<file path="config.mk">
export PLATFORM = sky130hd
export DESIGN_NAME = fetch_stage
export DESIGN_NICKNAME = d
export VERILOG_FILES = /design/src/rtl/fetch_stage_pkg.sv /design/src/rtl/fetch_stage_next_pc_mux.sv /design/src/rtl/fetch_stage.sv
export SDC_FILE = /design/constraint.sdc
export NUM_CORES = 1
export LEC_CHECK = 0
export CAP_MARGIN = 20
export CORE_AREA = 4 4 109 122
export DETAILED_ROUTE_END_ITERATION = 7
export DIE_AREA = 0 0 113 126
export PLACE_DENSITY = 0.86
export SLEW_MARGIN = 20
export SYNTH_ARGS = -nofsm -noshare
export SYNTH_HDL_FRONTEND = slang
export SYNTH_SLANG_ARGS = --single-unit
</file>
<file path="constraint.sdc">
create_clock -name CLK -period 6.1 [get_ports CLK]
set_input_delay 1.22 -clock CLK [delete_from_list [all_inputs] [get_ports CLK]]
set_output_delay 1.22 -clock CLK [all_outputs]
set_load 0.02 [all_outputs]
</file>
<file path="src/rtl/fetch_stage_pkg.sv">
// Shared pipeline types and constants for the fetch stage and IF/DE latch.
package fetch_stage_pkg;

  typedef enum logic [1:0] {
    PC4    = 2'd0,
    JR     = 2'd1,
    JUMP   = 2'd2,
    BRANCH = 2'd3
  } pcsel_t;

  typedef enum logic {
    RUN  = 1'b0,
    HALT = 1'b1
  } fetch_state_t;

  typedef struct packed {
    logic [31:0] instr;
    logic [31:0] npc;
    logic        valid;
  } ifde_t;

  localparam logic [31:0] HALT_WORD = 32'hFFFF_FFFF;
  localparam logic [31:0] NOP_WORD  = 32'h0000_0000;

endpackage

</file>
<file path="src/rtl/fetch_stage_next_pc_mux.sv">
// Combinational next-PC formation: PC+4, jr, jump or branch target.
module next_pc_mux
  import fetch_stage_pkg::*;
(
  input  logic [31:0] pc,
  input  pcsel_t      pcsel,
  input  logic [31:0] jr_addr,
  input  logic [25:0] j_index,
  input  logic [31:0] br_target,
  input  logic [31:0] de_npc,
  output logic [31:0] pc_plus4,
  output logic [31:0] next_pc
);

  assign pc_plus4 = pc + 32'd4;

  always_comb begin
    next_pc = pc_plus4;
    case (pcsel)
      PC4:     next_pc = pc_plus4;
      JR:      next_pc = jr_addr;
      // Jump region comes from the instruction in decode, not from the fetch PC.
      JUMP:    next_pc = {de_npc[31:28], j_index, 2'b00};
      BRANCH:  next_pc = br_target;
      default: next_pc = pc_plus4;
    endcase
  end

endmodule

</file>
<file path="src/rtl/fetch_stage.sv">
// MIPS instruction-fetch stage: PC register, RUN/HALT FSM and IF/DE latch.
// Optional fetch_count port and counter enabled by FETCH_COUNT_EN.
module fetch_stage #(
  parameter logic [31:0] PC_INIT   = 32'h0000_0000,
  parameter logic [31:0] HALT_WORD = 32'hFFFF_FFFF
) (
  input  logic        CLK,
  input  logic        nRST,
  input  logic        ihit,
  input  logic [31:0] imemload,
  input  logic        pcen,
  input  logic        deen,
  input  logic        deflush,
  input  logic [1:0]  PCSel,
  input  logic [31:0] jr_addr,
  input  logic [25:0] j_index,
  input  logic [31:0] br_target,
  output logic        imemREN,
  output logic [31:0] imemaddr,
  output logic [31:0] de_instr,
  output logic [31:0] de_npc,
  output logic        de_valid,
  output logic        fetch_halted
`ifdef FETCH_COUNT_EN
  ,
  output logic [31:0] fetch_count
`endif
);

  import fetch_stage_pkg::*;

  logic [31:0]  pc;
  logic [31:0]  pc_plus4;
  logic [31:0]  next_pc;
  fetch_state_t state;
  ifde_t        de;

  next_pc_mux u_next_pc_mux (
    .pc        (pc),
    .pcsel     (pcsel_t'(PCSel)),
    .jr_addr   (jr_addr),
    .j_index   (j_index),
    .br_target (br_target),
    .de_npc    (de.npc),
    .pc_plus4  (pc_plus4),
    .next_pc   (next_pc)
  );

  always_ff @(posedge CLK or negedge nRST) begin
    if (!nRST) begin
      pc    <= PC_INIT;
      state <= RUN;
      de    <= '0;
    end else begin
      case (state)
        RUN: begin
          if (pcen && ihit)
            pc <= next_pc;
          if (de.valid && (de.instr == HALT_WORD) && !deflush)
            state <= HALT;
        end
        HALT: begin
          // A flush means the HALT was wrong-path: redirect without waiting on ihit.
          if (deflush) begin
            state <= RUN;
            pc    <= next_pc;
          end
        end
        default: state <= RUN;
      endcase

      if (deflush)
        de <= '{instr: NOP_WORD, npc: '0, valid: 1'b0};
      else if (deen && (state == RUN))
        de <= '{instr: imemload, npc: pc_plus4, valid: 1'b1};
    end
  end

`ifdef FETCH_COUNT_EN
  always_ff @(posedge CLK or negedge nRST) begin
    if (!nRST)
      fetch_count <= '0;
    else if (!deflush && deen && (state == RUN))
      fetch_count <= fetch_count + 32'd1;
  end
`endif

  assign imemREN      = (state == RUN);
  assign imemaddr     = pc;
  assign de_instr     = de.instr;
  assign de_npc       = de.npc;
  assign de_valid     = de.valid;
  assign fetch_halted = (state == HALT);

endmodule

</file>
==> Flow_metrics.wiki <==
{| class="wikitable"
! Metric !! Value
|-
| Final worst path period need || a little over 3 ns
|-
| Clock tree from TritonCTS || built
|-
| Pre-CTS worst setup slack || between 2 and 3 ns
|-
| Finished Core Util || 69.3%
|-
| Met1 demand-to-capacity share in global routing || between 30% and 40%
|-
| Hold Crit Endpoint || de_npc[15]
|-
| Number of enable flip-flop cells after synthesis || 0
|-
| Residual DRC || 0
|-
| Share of cells above drive strength 1 || 6.31%
|-
| Tcrit/Tclk final || 50.6%
|-
| Result of the run || finished, final reports clean
|-
| Mean instance size in the synthesized netlist || 9.51 um2
|-
| Sequential standard cell area || 0.00245 mm2
|-
| TritonCTS Buffers || 9
|-
| GPL Wtd Cong || 0.912
|-
| Maximum frequency from static timing analysis || 0.324 GHz
|-
| Count of endpoints failing hold in the final timing report || 0
|-
| Setup slack of the worst register-to-register path || around 3.5 ns
|-
| Setup repair after global routing missed its margin || no
|-
| Routed WL per cell || 21.4 um
|-
| Post-detailed-route via-to-cell ratio || between 6 and 7
|-
| Most frequent cells in the layout || clkdlybuf4s50_1 (225), dfrtp_1 (98), nand2_1 (62)
|-
| Internal cell power || between 1 and 1.5 mW
|-
| Number of global-route vias before repair || 5952
|-
| Worst setup margin || 3.01 ns
|-
| Data required time of the worst path || 6.38 ns
|-
| Area growth from synthesis to final layout || 44.8%
|-
| Global-route layer with the greatest usage || met2
|-
| Antenna violations before repair || 0
|-
| Core footprint || 0.0119 mm2
|-
| Final global-route overflow total || 0
|-
| Async SR Flop Fraction || 100%
|-
| Number of hold-repair buffers added at the cts stage || 0
|-
| Most common library cell in the layout ignoring fill and taps || clkdlybuf4s50_1
|-
| Number of violations reported at the end of detailed-routing iteration 0 || about 860
|-
| Worst reg2reg endpoint || imemaddr[20]
|-
| Count of buffers added by post-CTS timing repair for setup || 0
|-
| Clock slew at reported path FFs || 0.07 ns
|-
| Number of clock sinks || 98
|-
| Cells on worst reg2reg path || 4
|-
| Netlist Area Pre-Place || 0.00570 mm2
|-
| Wire length of the first global-routing pass || approximately 32000 um
|-
| Starting density of the core || 47.8%
|-
| Switching fraction of total power || 35.0%
|-
| Count of instances resized after the clock tree is built || 0
|-
| Syn nets || 731
|-
| Share of total power in the clock network || roughly a quarter
|-
| CP Max Fanout || 35
|-
| WHS Path Cells || 2
|-
| Power per cell area || 247 mW/mm2
|-
| Crit start category || input pin
|-
| Standby leakage power || 3.28 nW
|-
| Overall die height || 126 um
|-
| Final-layout fill cell count || 919
|-
| Number of vias in the routed layout || 6055
|-
| DRT antenna net count || 0
|-
| Combinational cell fraction of total power || 31.6%
|-
| Met2 usage in global routing || a little under half
|-
| Worst setup path startpoint || deflush
|-
| Worst rel slew slack || about a third
|-
| Root buf cell || clkbuf_16
|-
| R2R Path Start || imemaddr[5]
|-
| Peak supply drop || 0.141 mV
|-
| Synthesis-stage register bit count || 98
|-
| Type of the worst setup path || input pin to flip-flop
|-
| Count of boundary I/O pins || ~230
|-
| Port buffer count || 228
|-
| Die W || approximately 110 um
|-
| Synth warn || 0
|-
| Sequential fraction of the synthesis area || 43.0%
|-
| Worst Hold Launch || de_npc[15]
|-
| Most common flop cell mapped by yosys || dfrtp_1
|-
| Final wirelength || 20200 um
|-
| CP arrival || 3.36 ns
|-
| Area of combinational cells with multiple inputs || ~0.0030 mm2
|-
| Max-slew violations || 0
|-
| Number of max-cap violations || 0
|-
| Full die area || 0.0142 mm2
|-
| Pin count of the biggest net entering global routing || 69
|-
| Switching power || between 0.7 and 0.8 mW
|-
| Antenna cells || 0
|-
| Setup violators final || 0
|-
| Type of the tightest min-delay check || flip-flop to flip-flop
|-
| Final setup skew || 0.00961 ns
|-
| Skew-Pair Late Insertion Delay || 0.35 ns
|-
| Final net count || between 900 and 1000
|-
| Number of iterations in the first detailed-routing pass || 6
|-
| Std-Cell Rows || 42
|-
| Post-Synthesis Cells || 600
|-
| Routing usage on met3 || 5.95%
|-
| Clock Path Buffers || 2
|-
| Total routing resource utilization after global routing || 27.7%
|-
| Overall power consumption || around 2.0 mW
|-
| Setup TNS after final layout || 0 ns
|-
| Cell area reported after detailed placement || 0.00799 mm2
|-
| Cell area after layout || 0.00826 mm2
|-
| H-tree levels || 3
|-
| Crit end category || flip-flop
|-
| Count of distinct cell types in the synthesized netlist || 59
|-
| Sequential cell fraction of total power || between 40% and 50%
|-
| Worst-margin pin slew || 1.02 ns
|-
| DP Wirelength || 14700 um
|}
power groups by stage:
stage	combinational [mW]	sequential, mW	clock (mW)
2_1_floorplan	0.262	0.903	0
3_3_place_gp	0.632	0.858	0
3_5_place_dp	0.644	0.865	0
4_1_cts	0.646	0.854	0.537
5_1_grt	0.685	0.873	0.560
6_report	0.646	0.859	0.536
synth_stat cells (13+ instances only):
library cell,n,area (um2)
a2bb2oi_1,14,123
o21ai_0,28,140
nand4_1,27,169
clkbuf_1,34,128
buf_2,13,65.1
o211ai_1,15,113
nand3_1,18,90.1
mux2i_1,24,240
nor4_1,23,144
dfrtp_1,98,2450
a22o_1,41,359
nand2_1,62,233
nor2_1,34,128
a21oi_1,14,70.1
flip-flops by register name, indices dropped and copies added, names as in the netlist:
register	count
de_instr	32
de_npc	32
de_valid	1
fetch_halted	1
imemaddr	32
logic make-up after synthesis:
| logic type | Yosys count | synth area share [%] |
|---|---|---|
| and+or+nand+nor | 217 | 19.9 |
| DFF | 98 | 43.0 |
| xor gates and xnor gates | 14 | 2.15 |
| buffers and inverters | 68 | 5.00 |
| adders and majority gates | 1 | 0.219 |
| muxes | 36 | 7.76 |
| AOI/OAI and AO/OA | 166 | 22.0 |
how the worst max path moves through the flow:
stage	endpoint	slack (ns)	depth (start not counted)
finish	de_instr[14]	3.01	4
global route	de_instr[14]	2.82	4
CTS	de_instr[14]	3.04	4
detailed placement	de_instr[14]	2.68	4
global placement	de_instr[26]	2.76	4
floorplan	imemaddr[31]	3.45	6
metrics by stage:
step,hold slack (ns),std cells
after floorplan,0.590,600
after global placement,0.464,931
after detailed placement,0.471,931
after CTS,0.486,947
after global routing,0.504,947
final,0.488,947
layout make-up:
class                           instances  area share, %
Clock buffer                           11           2.82
Clock inverter                          5          0.469
Inverter                               10          0.454
Multi-Input combinational cell        434           36.1
Sequential cell                        98           29.7
Tap cell                              154           2.33
Timing Repair Buffer                  235           28.1
critical path: stages:
cell,delay (ns)
clkdlybuf4s50_1,0.55
nor3b_2,0.89
buf_4,0.48
a22o_1,0.20
metal layers:
metal	share of wire, %	up-vias
met2	47	427
met1	39	2898
li1	-	2674
met4	3.2	0
met3	10	56
met5	0	-
Note: power is estimated with default switching activity, not from simulation.
